--- config.mk ---
export PLATFORM = sky130hd
export DESIGN_NAME = amp_i2c_slave
export DESIGN_NICKNAME = d
export VERILOG_FILES = /design/src/rtl/amp_i2c_pkg.sv /design/src/rtl/i2c_line_filter.sv /design/src/rtl/amp_i2c_slave.sv
export SDC_FILE = /design/constraint.sdc
export NUM_CORES = 1
export LEC_CHECK = 0
export BUFFER_PORTS_ARGS = -buffer_cell sky130_fd_sc_hd__buf_2
export CAP_MARGIN = 40
export CORE_ASPECT_RATIO = 0.7
export CORE_MARGIN = 4
export CORE_UTILIZATION = 60
export CTS_CLUSTER_DIAMETER = 30
export DETAILED_ROUTE_END_ITERATION = 8
export PLACE_DENSITY = 0.81
export SETUP_SLACK_MARGIN = 0.3
export SLEW_MARGIN = 25
export SYNTH_ARGS = -nofsm -noshare
export SYNTH_HDL_FRONTEND = slang
export SYNTH_HIERARCHICAL = 1
export SYNTH_SLANG_ARGS = --single-unit
export TNS_END_PERCENT = 10
--- constraint.sdc ---
create_clock -name clk_in -period 3.2 [get_ports clk_in]
set_input_delay 0.16 -clock clk_in [delete_from_list [all_inputs] [get_ports clk_in]]
set_output_delay 0.16 -clock clk_in [all_outputs]
set_load 0.005 [all_outputs]
--- src/rtl/amp_i2c_pkg.sv ---
// amp_i2c_pkg
// Shared definitions for the amplifier-side I2C target:
//   - FSM state encoding (plain localparam constants)
//   - I2C_WR / I2C_RD values of the R/W bit
//   - default 7-bit device address
//   - addr_match() helper used by the address phase
package amp_i2c_pkg;

  typedef logic [3:0] i2c_state_t;

  localparam i2c_state_t ST_IDLE      = 4'd0;
  localparam i2c_state_t ST_ADDR      = 4'd1;
  localparam i2c_state_t ST_ADDR_ACK  = 4'd2;
  localparam i2c_state_t ST_PTR       = 4'd3;
  localparam i2c_state_t ST_PTR_ACK   = 4'd4;
  localparam i2c_state_t ST_WDATA     = 4'd5;
  localparam i2c_state_t ST_WDATA_ACK = 4'd6;
  localparam i2c_state_t ST_RDATA     = 4'd7;
  localparam i2c_state_t ST_MACK      = 4'd8;
  localparam i2c_state_t ST_IGNORE    = 4'd9;

  localparam logic I2C_WR = 1'b0;
  localparam logic I2C_RD = 1'b1;

  localparam logic [6:0] DEV_ADDR_DEFAULT = 7'h20;

  // True when the upper seven bits of a received address byte select us.
  // The general-call address 0x00 never matches a non-zero device address.
  function automatic logic addr_match(input logic [7:0] addr_byte,
                                      input logic [6:0] dev_addr);
    return addr_byte[7:1] == dev_addr;
  endfunction

endpackage

--- src/rtl/i2c_line_filter.sv ---
// i2c_line_filter
// Conditions one asynchronous I2C pad input: a 2-FF synchronizer, then a
// glitch filter that accepts a new level only after FILT consecutive equal
// samples, then single-cycle rise/fall pulses on the filtered level.
// Pad-to-filtered-edge latency is 2 + FILT clocks.
// Ports:
//   clk_in  - system clock
//   resetb  - asynchronous active-low reset (line assumed idle high)
//   line_i  - raw pad input
//   line_o  - filtered line level
//   rise    - one-cycle pulse when line_o goes 0 -> 1
//   fall    - one-cycle pulse when line_o goes 1 -> 0
module i2c_line_filter #(
  parameter int FILT = 3
) (
  input  logic clk_in,
  input  logic resetb,
  input  logic line_i,
  output logic line_o,
  output logic rise,
  output logic fall
);

  localparam logic [7:0] CNT_MAX = 8'(FILT - 1);

  logic       sync1;
  logic       sync2;
  logic [7:0] cnt;

  // Synchronizer; resets to the released (high) bus level so that leaving
  // reset on an idle bus does not look like an edge.
  always_ff @(posedge clk_in or negedge resetb) begin
    if (!resetb) begin
      sync1 <= 1'b1;
      sync2 <= 1'b1;
    end else begin
      sync1 <= line_i;
      sync2 <= sync1;
    end
  end

  // cnt counts consecutive samples that disagree with the accepted level;
  // any agreeing sample restarts the count, so short glitches are dropped.
  always_ff @(posedge clk_in or negedge resetb) begin
    if (!resetb) begin
      line_o <= 1'b1;
      cnt    <= 8'd0;
      rise   <= 1'b0;
      fall   <= 1'b0;
    end else begin
      rise <= 1'b0;
      fall <= 1'b0;
      if (sync2 == line_o) begin
        cnt <= 8'd0;
      end else if (cnt >= CNT_MAX) begin
        line_o <= sync2;
        cnt    <= 8'd0;
        rise   <= sync2;
        fall   <= ~sync2;
      end else begin
        cnt <= cnt + 8'd1;
      end
    end
  end

endmodule

--- src/rtl/amp_i2c_slave.sv ---
// amp_i2c_slave
// I2C target for the amplifier register bank. Decodes write and read
// transactions to DEV_ADDR and turns them into single-cycle register strobes.
// Ports:
//   clk_in    - system clock (>= 16x SCL)
//   resetb    - asynchronous active-low reset
//   scl_i     - raw SCL pad input
//   sda_i     - raw SDA pad input
//   sda_oe    - 1 pulls SDA low, 0 releases it
//   reg_addr  - register pointer (auto-increments, wraps, survives STOP)
//   reg_wdata - write data, valid with reg_we
//   reg_we    - one-cycle write strobe
//   reg_re    - one-cycle read request
//   reg_rdata - read data, returned one clock after reg_re
//   busy      - high from an accepted START/Sr until STOP
module amp_i2c_slave
  import amp_i2c_pkg::*;
#(
  parameter logic [6:0] DEV_ADDR = DEV_ADDR_DEFAULT,
  parameter int         FILT     = 3
) (
  input  logic       clk_in,
  input  logic       resetb,
  input  logic       scl_i,
  input  logic       sda_i,
  output logic       sda_oe,
  output logic [7:0] reg_addr,
  output logic [7:0] reg_wdata,
  output logic       reg_we,
  output logic       reg_re,
  input  logic [7:0] reg_rdata,
  output logic       busy
);

  logic       scl;
  logic       scl_rise;
  logic       scl_fall;
  logic       sda;
  logic       sda_rise;
  logic       sda_fall;

  i2c_line_filter #(.FILT(FILT)) u_scl_filt (
    .clk_in (clk_in),
    .resetb (resetb),
    .line_i (scl_i),
    .line_o (scl),
    .rise   (scl_rise),
    .fall   (scl_fall)
  );

  i2c_line_filter #(.FILT(FILT)) u_sda_filt (
    .clk_in (clk_in),
    .resetb (resetb),
    .line_i (sda_i),
    .line_o (sda),
    .rise   (sda_rise),
    .fall   (sda_fall)
  );

  i2c_state_t state;
  logic [3:0] bit_cnt;
  logic [7:0] shift;
  logic       rw;
  logic       re_d;

  logic       start_det;
  logic       stop_det;
  logic [7:0] rx_byte;
  logic       byte_done;

  assign start_det = sda_fall & scl;
  assign stop_det  = sda_rise & scl;
  // Byte as it stands including the bit sampled on this SCL rise.
  assign rx_byte   = {shift[6:0], sda};
  assign byte_done = scl_rise && (bit_cnt == 4'd7);

  // Main protocol FSM. START/STOP override every state. In the ACK states
  // the first SCL fall turns the ACK drive on and the second one ends the
  // ACK slot, so sda_oe itself marks which half of the slot we are in.
  // Read data is indexed MSB first by bit_cnt rather than shifted, so the
  // shift register keeps the prefetched byte intact for the whole byte.
  always_ff @(posedge clk_in or negedge resetb) begin
    if (!resetb) begin
      state     <= ST_IDLE;
      bit_cnt   <= 4'd0;
      shift     <= 8'd0;
      rw        <= I2C_WR;
      re_d      <= 1'b0;
      sda_oe    <= 1'b0;
      reg_addr  <= 8'd0;
      reg_wdata <= 8'd0;
      reg_we    <= 1'b0;
      reg_re    <= 1'b0;
      busy      <= 1'b0;
    end else begin
      reg_we <= 1'b0;
      reg_re <= 1'b0;
      re_d   <= reg_re;
      // Register file answers one clock after reg_re.
      if (re_d) begin
        shift <= reg_rdata;
      end

      if (start_det) begin
        state   <= ST_ADDR;
        bit_cnt <= 4'd0;
        sda_oe  <= 1'b0;
        busy    <= 1'b1;
      end else if (stop_det) begin
        state   <= ST_IDLE;
        bit_cnt <= 4'd0;
        sda_oe  <= 1'b0;
        busy    <= 1'b0;
      end else begin
        case (state)
          ST_ADDR: begin
            if (scl_rise) begin
              shift   <= rx_byte;
              bit_cnt <= bit_cnt + 4'd1;
            end
            if (byte_done) begin
              bit_cnt <= 4'd0;
              if (addr_match(rx_byte, DEV_ADDR)) begin
                state <= ST_ADDR_ACK;
                rw    <= rx_byte[0];
                // Prefetch the first read byte at the current pointer.
                if (rx_byte[0] == I2C_RD) begin
                  reg_re <= 1'b1;
                end
              end else begin
                state <= ST_IGNORE;
              end
            end
          end

          ST_ADDR_ACK: begin
            if (scl_fall) begin
              if (!sda_oe) begin
                sda_oe <= 1'b1;
              end else if (rw == I2C_WR) begin
                state  <= ST_PTR;
                sda_oe <= 1'b0;
              end else begin
                state  <= ST_RDATA;
                sda_oe <= ~shift[7];
              end
            end
          end

          ST_PTR: begin
            if (scl_rise) begin
              shift   <= rx_byte;
              bit_cnt <= bit_cnt + 4'd1;
            end
            if (byte_done) begin
              bit_cnt  <= 4'd0;
              reg_addr <= rx_byte;
              state    <= ST_PTR_ACK;
            end
          end

          ST_PTR_ACK: begin
            if (scl_fall) begin
              if (!sda_oe) begin
                sda_oe <= 1'b1;
              end else begin
                state  <= ST_WDATA;
                sda_oe <= 1'b0;
              end
            end
          end

          ST_WDATA: begin
            if (scl_rise) begin
              shift   <= rx_byte;
              bit_cnt <= bit_cnt + 4'd1;
            end
            if (byte_done) begin
              bit_cnt   <= 4'd0;
              reg_we    <= 1'b1;
              reg_wdata <= rx_byte;
              state     <= ST_WDATA_ACK;
            end
          end

          ST_WDATA_ACK: begin
            if (scl_fall) begin
              if (!sda_oe) begin
                sda_oe <= 1'b1;
              end else begin
                state    <= ST_WDATA;
                sda_oe   <= 1'b0;
                reg_addr <= reg_addr + 8'd1;
              end
            end
          end

          ST_RDATA: begin
            if (scl_rise) begin
              bit_cnt <= bit_cnt + 4'd1;
            end
            if (scl_fall) begin
              if (bit_cnt == 4'd8) begin
                state   <= ST_MACK;
                bit_cnt <= 4'd0;
                sda_oe  <= 1'b0;
              end else begin
                sda_oe <= ~shift[~bit_cnt[2:0]];
              end
            end
          end

          ST_MACK: begin
            if (scl_rise) begin
              if (!sda) begin
                reg_addr <= reg_addr + 8'd1;
                reg_re   <= 1'b1;
                bit_cnt  <= 4'd0;
                state    <= ST_RDATA;
              end else begin
                state <= ST_IGNORE;
              end
            end
          end

          ST_IGNORE: begin
            sda_oe <= 1'b0;
          end

          default: begin
            state  <= ST_IDLE;
            sda_oe <= 1'b0;
          end
        endcase
      end
    end
  end

endmodule

* Word-level counts from Yosys, hierarchy flattened
Index checks and enable logic that the tools add are counted.
W data, S select, Z words.
** Word-level totals
- Register bits after elaboration :: 64
- Latch bits :: 0
- Bits in writable memories :: 0
- ROM bits :: 0
- Bits of input ports :: 12
- Output and inout bits :: 20
- Memories :: 0
** Operators by class
- Add/subtract/negate cells :: 4
- $mul :: 0
- Divide/modulo/power cells :: 0
- Magnitude comparators :: 3
- Equal/unequal tests :: 32
- Shift-type cells :: 0
- Mux-type cells :: 74
- Bitwise gates (word level) :: 11
- Reductions and logical operators :: 15
** Operator list (number)
- $mux W8 :: 14
- $mux W4 :: 22
- $pmux W4 S8 :: 1
- $mux W1 :: 31
- $add A8 B1 Y8 const B :: 3
- $ne A4 B4 Y1 const B :: 6
- $pmux W8 S3 :: 1
- $eq A4 B3 Y1 const B :: 5
- $ge A8 B2 Y1 const B :: 2
- $eq A4 B4 Y1 const B :: 3
- $ne A4 B3 Y1 const B :: 3
- $pmux W4 S3 :: 1
- $reduce_and A11 Y1 :: 1
- $eq A4 B2 Y1 const B :: 2
- $ne A4 B1 Y1 const B :: 2
- $not A1 Y1 :: 8
- $reduce_and A4 Y1 :: 2
- $reduce_and A8 Y1 :: 1
- $eq A7 B6 Y1 const B :: 1
- $ne A2 B2 Y1 const B :: 3
- $reduce_and A5 Y1 :: 1
- $reduce_bool A5 Y1 :: 1
- $add A4 B1 Y4 const B :: 1
- $eq A4 B1 Y1 const B :: 1
- other kinds (19) :: 23

* Longest topological paths before layout
- Depth after elaboration :: 9
- Depth in mapped cells :: 7
- Gate-level depth less buffers :: 7

* By module
The synthesis kept the hierarchy.
** Modules (own cells, without submodules)
- amp_i2c_slave :: times used 1, cells each 242, area an instance 2316.0 um2, seq. area each 950.9 um2
- i2c_line_filter :: times used 2, cells each 29, area an instance 459.2 um2, seq. area each 329.1 um2

* Worst setup path before layout
No wires, ideal clock.
- Path kind :: flip-flop to flip-flop
- Start point :: register bit_cnt[0]
- End point :: register reg_addr[6]
- Arrival time :: 1.716 ns
- Required time :: 3.079 ns
- Setup slack :: 1.363 ns
- Cell stages (with the launch flop) :: 7
- Path buffers :: 1
- Period minus slack after synthesis :: 1.837 ns
- Path through :: dfrtp_1 -> ha_1 -> and4b_1 -> nor4b_1 -> nor4_4 -> buf_6 -> a22o_1
** Between the ends
- Cells in the longest elaborated chain, start to end :: 4
** Ends and longest elaborated chain
- start, declared :: RTL line amp_i2c_slave.sv:61 : logic [3:0] bit_cnt;
- start signal, assigned :: RTL line amp_i2c_slave.sv:119 : bit_cnt <= bit_cnt + 4'd1;
- start signal, assigned :: RTL line amp_i2c_slave.sv:153 : bit_cnt <= bit_cnt + 4'd1;
- start signal, assigned :: RTL line amp_i2c_slave.sv:176 : bit_cnt <= bit_cnt + 4'd1;
- $eq A4 B3 Y1 :: RTL line amp_i2c_slave.sv:75 : assign byte_done = scl_rise && (bit_cnt == 4'd7);
- $logic_and A1 B1 Y1 :: RTL line amp_i2c_slave.sv:75
- $ne A2 B2 Y1 (no source line)
- $reduce_and A8 Y1 (no source line)
- end signal, assigned :: RTL line amp_i2c_slave.sv:157 : reg_addr <= rx_byte;
- end signal, assigned :: RTL line amp_i2c_slave.sv:193 : reg_addr <= reg_addr + 8'd1;
- end signal, assigned :: RTL line amp_i2c_slave.sv:216 : reg_addr <= reg_addr + 8'd1;
- end, declared :: RTL line amp_i2c_slave.sv:27 : output logic [7:0] reg_addr,
No other way between the ends.
A chain may end at the register's enable or synchronous reset.

* Final worst setup path
- Start point :: register state[3]
- End point :: register reg_addr[6]
** Between the ends
- Cells in the longest elaborated chain, start to end :: 3
** Ends and longest elaborated chain
- start, declared :: RTL line amp_i2c_slave.sv:60 : i2c_state_t state;
- start signal, assigned :: RTL line amp_i2c_slave.sv:84 : state <= ST_IDLE;
- start signal, assigned :: RTL line amp_i2c_slave.sv:105 : state <= ST_ADDR;
- start signal, assigned :: RTL line amp_i2c_slave.sv:110 : state <= ST_IDLE;
- $eq A4 B3 Y1, or another cell as far along :: RTL line amp_i2c_slave.sv:115 : case (state)
- $ne A2 B1 Y1 (no source line), or another cell as far along
- $reduce_and A8 Y1 (no source line)
Several ways; a longest one is shown, not always the timed one.

==> impl_metrics.yaml <==
logic_synthesis:
  seq_area_frac_synth: 0.4975
  synth-main-ff-cell: "dfrtp_1"
  syn_area_per_cell_um2: 10.78
  ys_ff_latch: 64
  synth_edf_count: 0
  synth_top_area_share: 0.4487
  synth_top_area_cell: "dfrtp_1"
  yosys-top-cells-count: "58 x dfrtp_1, 25 x nor2_1, 21 x a21oi_1, 18 x nand3_1, 17 x nand2_1"
  synth_most_common_cell: "dfrtp_1"
  syn-instance-count: 300
  ys_types: 63
  synthArstFlopShare: 1.000
  synthTopCellsByArea: "dfrtp_1 45%, dfstp_2 4.9%, mux2i_1 4.0%"
  syn_area_mm2: 0.003234
  yosysWarnings: 6
power_and_ir_drop:
  leakage_nw: 1.673
  power_density_mw_per_mm2: 734.3
  comb_power_share: 0.251
  sequentialPowerShare: 0.435
  switchingPower_mw: 0.9114
  vdd_drop_max_mv: 0.5399
  p_int_mw: 1.834
  pwr-share-clk: 0.314
  switching_share: 0.3320
min_path:
  min_from: "reg_rdata[4]"
  hold_class: "in2reg"
  hold_path_depth: 3
  hold_path_end: "shift[4]"
finish:
  final_layout_size_suffix_gt1_frac: 0.2407
  diodes: 0
  nets: 363
  multi_input_area_mm2: 0.001545
  final-seq-area_mm2: 0.001609
  fin_util: 0.7148
  syn_to_final_growth_pct: 15.59
  fillers: 392
timing:
  fin_worst_skew_ns: 0.007444
  fin_tns_setup_ns: 0
  rsz0062_at_grt: "no"
  tightest_slew_ns: 0.8191
  period_needed_ns: 2.419
  relSlewSlack: 0.4499
  whs_ns: 0.1231
  hold_violations: 0
  setup_violations: 0
  slew_viol_final: 0
  max_freq_ghz: 0.4134
  fin_crit_sh: 0.7559
placed_design:
  dp_hpwl_um: 4714
  portBuffers: 31
  gp_congestion: 0.9039
clock_network:
  root_buffer: "clkbuf_8"
  cts.path.max_buffers: 2
  cts_tree: "yes"
  clock_latency_ns: 0.34
  htreeDepth: 3
  cts_made_buffers: 9
  clk_pin_slew_ns: 0.08
  cts.sinks: 64
global_routing:
  grt_pass1_vias: 2239
  gr-total-overflow: 0
  grt_pass1_wl_um: 11250
  antenna_found_initial: 0
  grt_max_degree: 26
  grt_util_all_layers: 0.2207
route:
  drc: 0
  drtIter0Drc: 187
  avgViaCountPerCell: 5.796
  via_count: 2440
  first_pass_iters: 5
  antenna_left: 0
  wl_um: 6674
  wl_per_cell_um: 15.85
status:
  outcome: "completed"
floorplan:
  start_util: 0.6184
  die_w_um: 95.76
  pin_count: 32
  die_h_um: 69.43
  rows: 22
  core_mm2: 0.005230
  die_area_mm2: 0.006648
critical_path:
  cp-end-kind: "flop"
  worstReg2RegEnd: "reg_addr[6]"
  timing.rr.start: "state[3]"
  worst_ep_required_time_ns: 3.44
  regToRegSetupSlack_ns: 0.78
  crit_type: "reg2reg"
  r2r_cells: 5
  start_kind: "flop"
  worstPathMaxFanout: 18
  cp.arrival_ns: 2.66
run:
  maxCapViolCount: 0
[layout by cell type (no fill, tap or decap), types with 3 or more instances in the layout]
| cell | Yosys | routed |
|---|---|---|
| a21oi_1 | 21 | 21 |
| a22o_1 | 3 | 3 |
| buf_2 | 3 | 31 |
| bufinv_16 | 0 | 3 |
| clkbuf_8 | 0 | 10 |
| conb_1 | 2 | 10 |
| dfrtp_1 | 58 | 58 |
| dfstp_2 | 6 | 6 |
| dlygate4sd3_1 | 0 | 3 |
| ha_1 | 7 | 7 |
| inv_1 | 11 | 11 |
| mux2_2 | 9 | 9 |
| mux2i_1 | 13 | 13 |
| nand2_1 | 17 | 17 |
| nand2b_1 | 7 | 7 |
| nand3_1 | 18 | 18 |
| nand4_1 | 3 | 3 |
| nor2_1 | 25 | 25 |
| nor2b_1 | 4 | 4 |
| nor3_1 | 5 | 5 |
| nor3b_1 | 6 | 6 |
| nor4_1 | 3 | 3 |
| nor4_2 | 4 | 4 |
| o21ai_0 | 15 | 15 |
| xnor2_1 | 4 | 4 |
[layout make-up]
type,instances,area share
tap,72,0.02410
clock buffer,10,0.03681
multi-input combinational,222,0.4133
sequential,64,0.4304
clock inverter,6,0.03079
inverter,11,0.01104
timing repair buffer,36,0.05355
[cells by family after synthesis]
group,Yosys count,synth area share
AOI/OAI and AO/OA,67,0.1362
and+or+nand+nor,106,0.1919
buffers and inverters,22,0.03404
DFF,64,0.4975
other,2,0.002322
xor gates and xnor gates,6,0.01625
muxes,26,0.09478
adders and majority gates,7,0.02708
[critical path, stage by stage, from the launching register on]
cell	delay [ns]
dfrtp_1	0.67
nor4b_4	0.46
a2bb2oi_2	0.12
nor4_4	0.71
nand2_1	0.11
a22o_1	0.25
[flip-flops by register name (all words and copies together) (netlist names), 4 cells and up]
register / count
state: 4
shift: 8
reg_addr: 8
u_scl_filt/cnt: 8
reg_wdata: 8
bit_cnt: 4
u_sda_filt/cnt: 8
[per-layer routing]
layer / vias up / GRT usage / wire length, µm
li1: 1176 / - / -
met1: 1168 / 0.3417 / 3182
met2: 90 / 0.2928 / 2891
met3: 6 / 0.08134 / 548
met4: 0 / 0.05205 / 52
met5: - / 0 / 0
[power groups by stage]
stage	sequential [mW]	combinational, mW	clock [mW]
floorplan	1.10	0.578	0
global placement	1.19	0.661	0
detailed placement	1.20	0.680	0
CTS	1.19	0.690	0.880
global route	1.22	0.768	0.928
finish	1.19	0.690	0.862
[per-stage QoR]
step / instances / total power, mW / setup WS (ns) / instance area (µm²)
2_1_floorplan: 308 / 1.674 / 1.363 / 3264
3_3_place_gp: 402 / 1.853 / 0.9151 / 3456
3_5_place_dp: 402 / 1.881 / 0.8138 / 3456
4_1_cts: 421 / 2.758 / 0.8045 / 3739
5_1_grt: 421 / 2.916 / 0.5654 / 3739
6_report: 421 / 2.745 / 0.7812 / 3739
[how the worst max path moves through the flow]
stage | start | to | cells after the start
finish | state[3] | reg_addr[6] | 5
global route | state[3] | reg_addr[6] | 5
CTS | state[3] | reg_addr[6] | 5
detailed placement | state[3] | reg_addr[6] | 5
global placement | state[3] | reg_addr[6] | 5
floorplan | bit_cnt[0] | reg_addr[6] | 6
[what timing repair did]
item,CTS,global route
buffers inserted,0,0
resized for setup,0,0
hold buffers,3,0
hold endpoints to repair,20,0
Power figures use the tool's default switching activity.
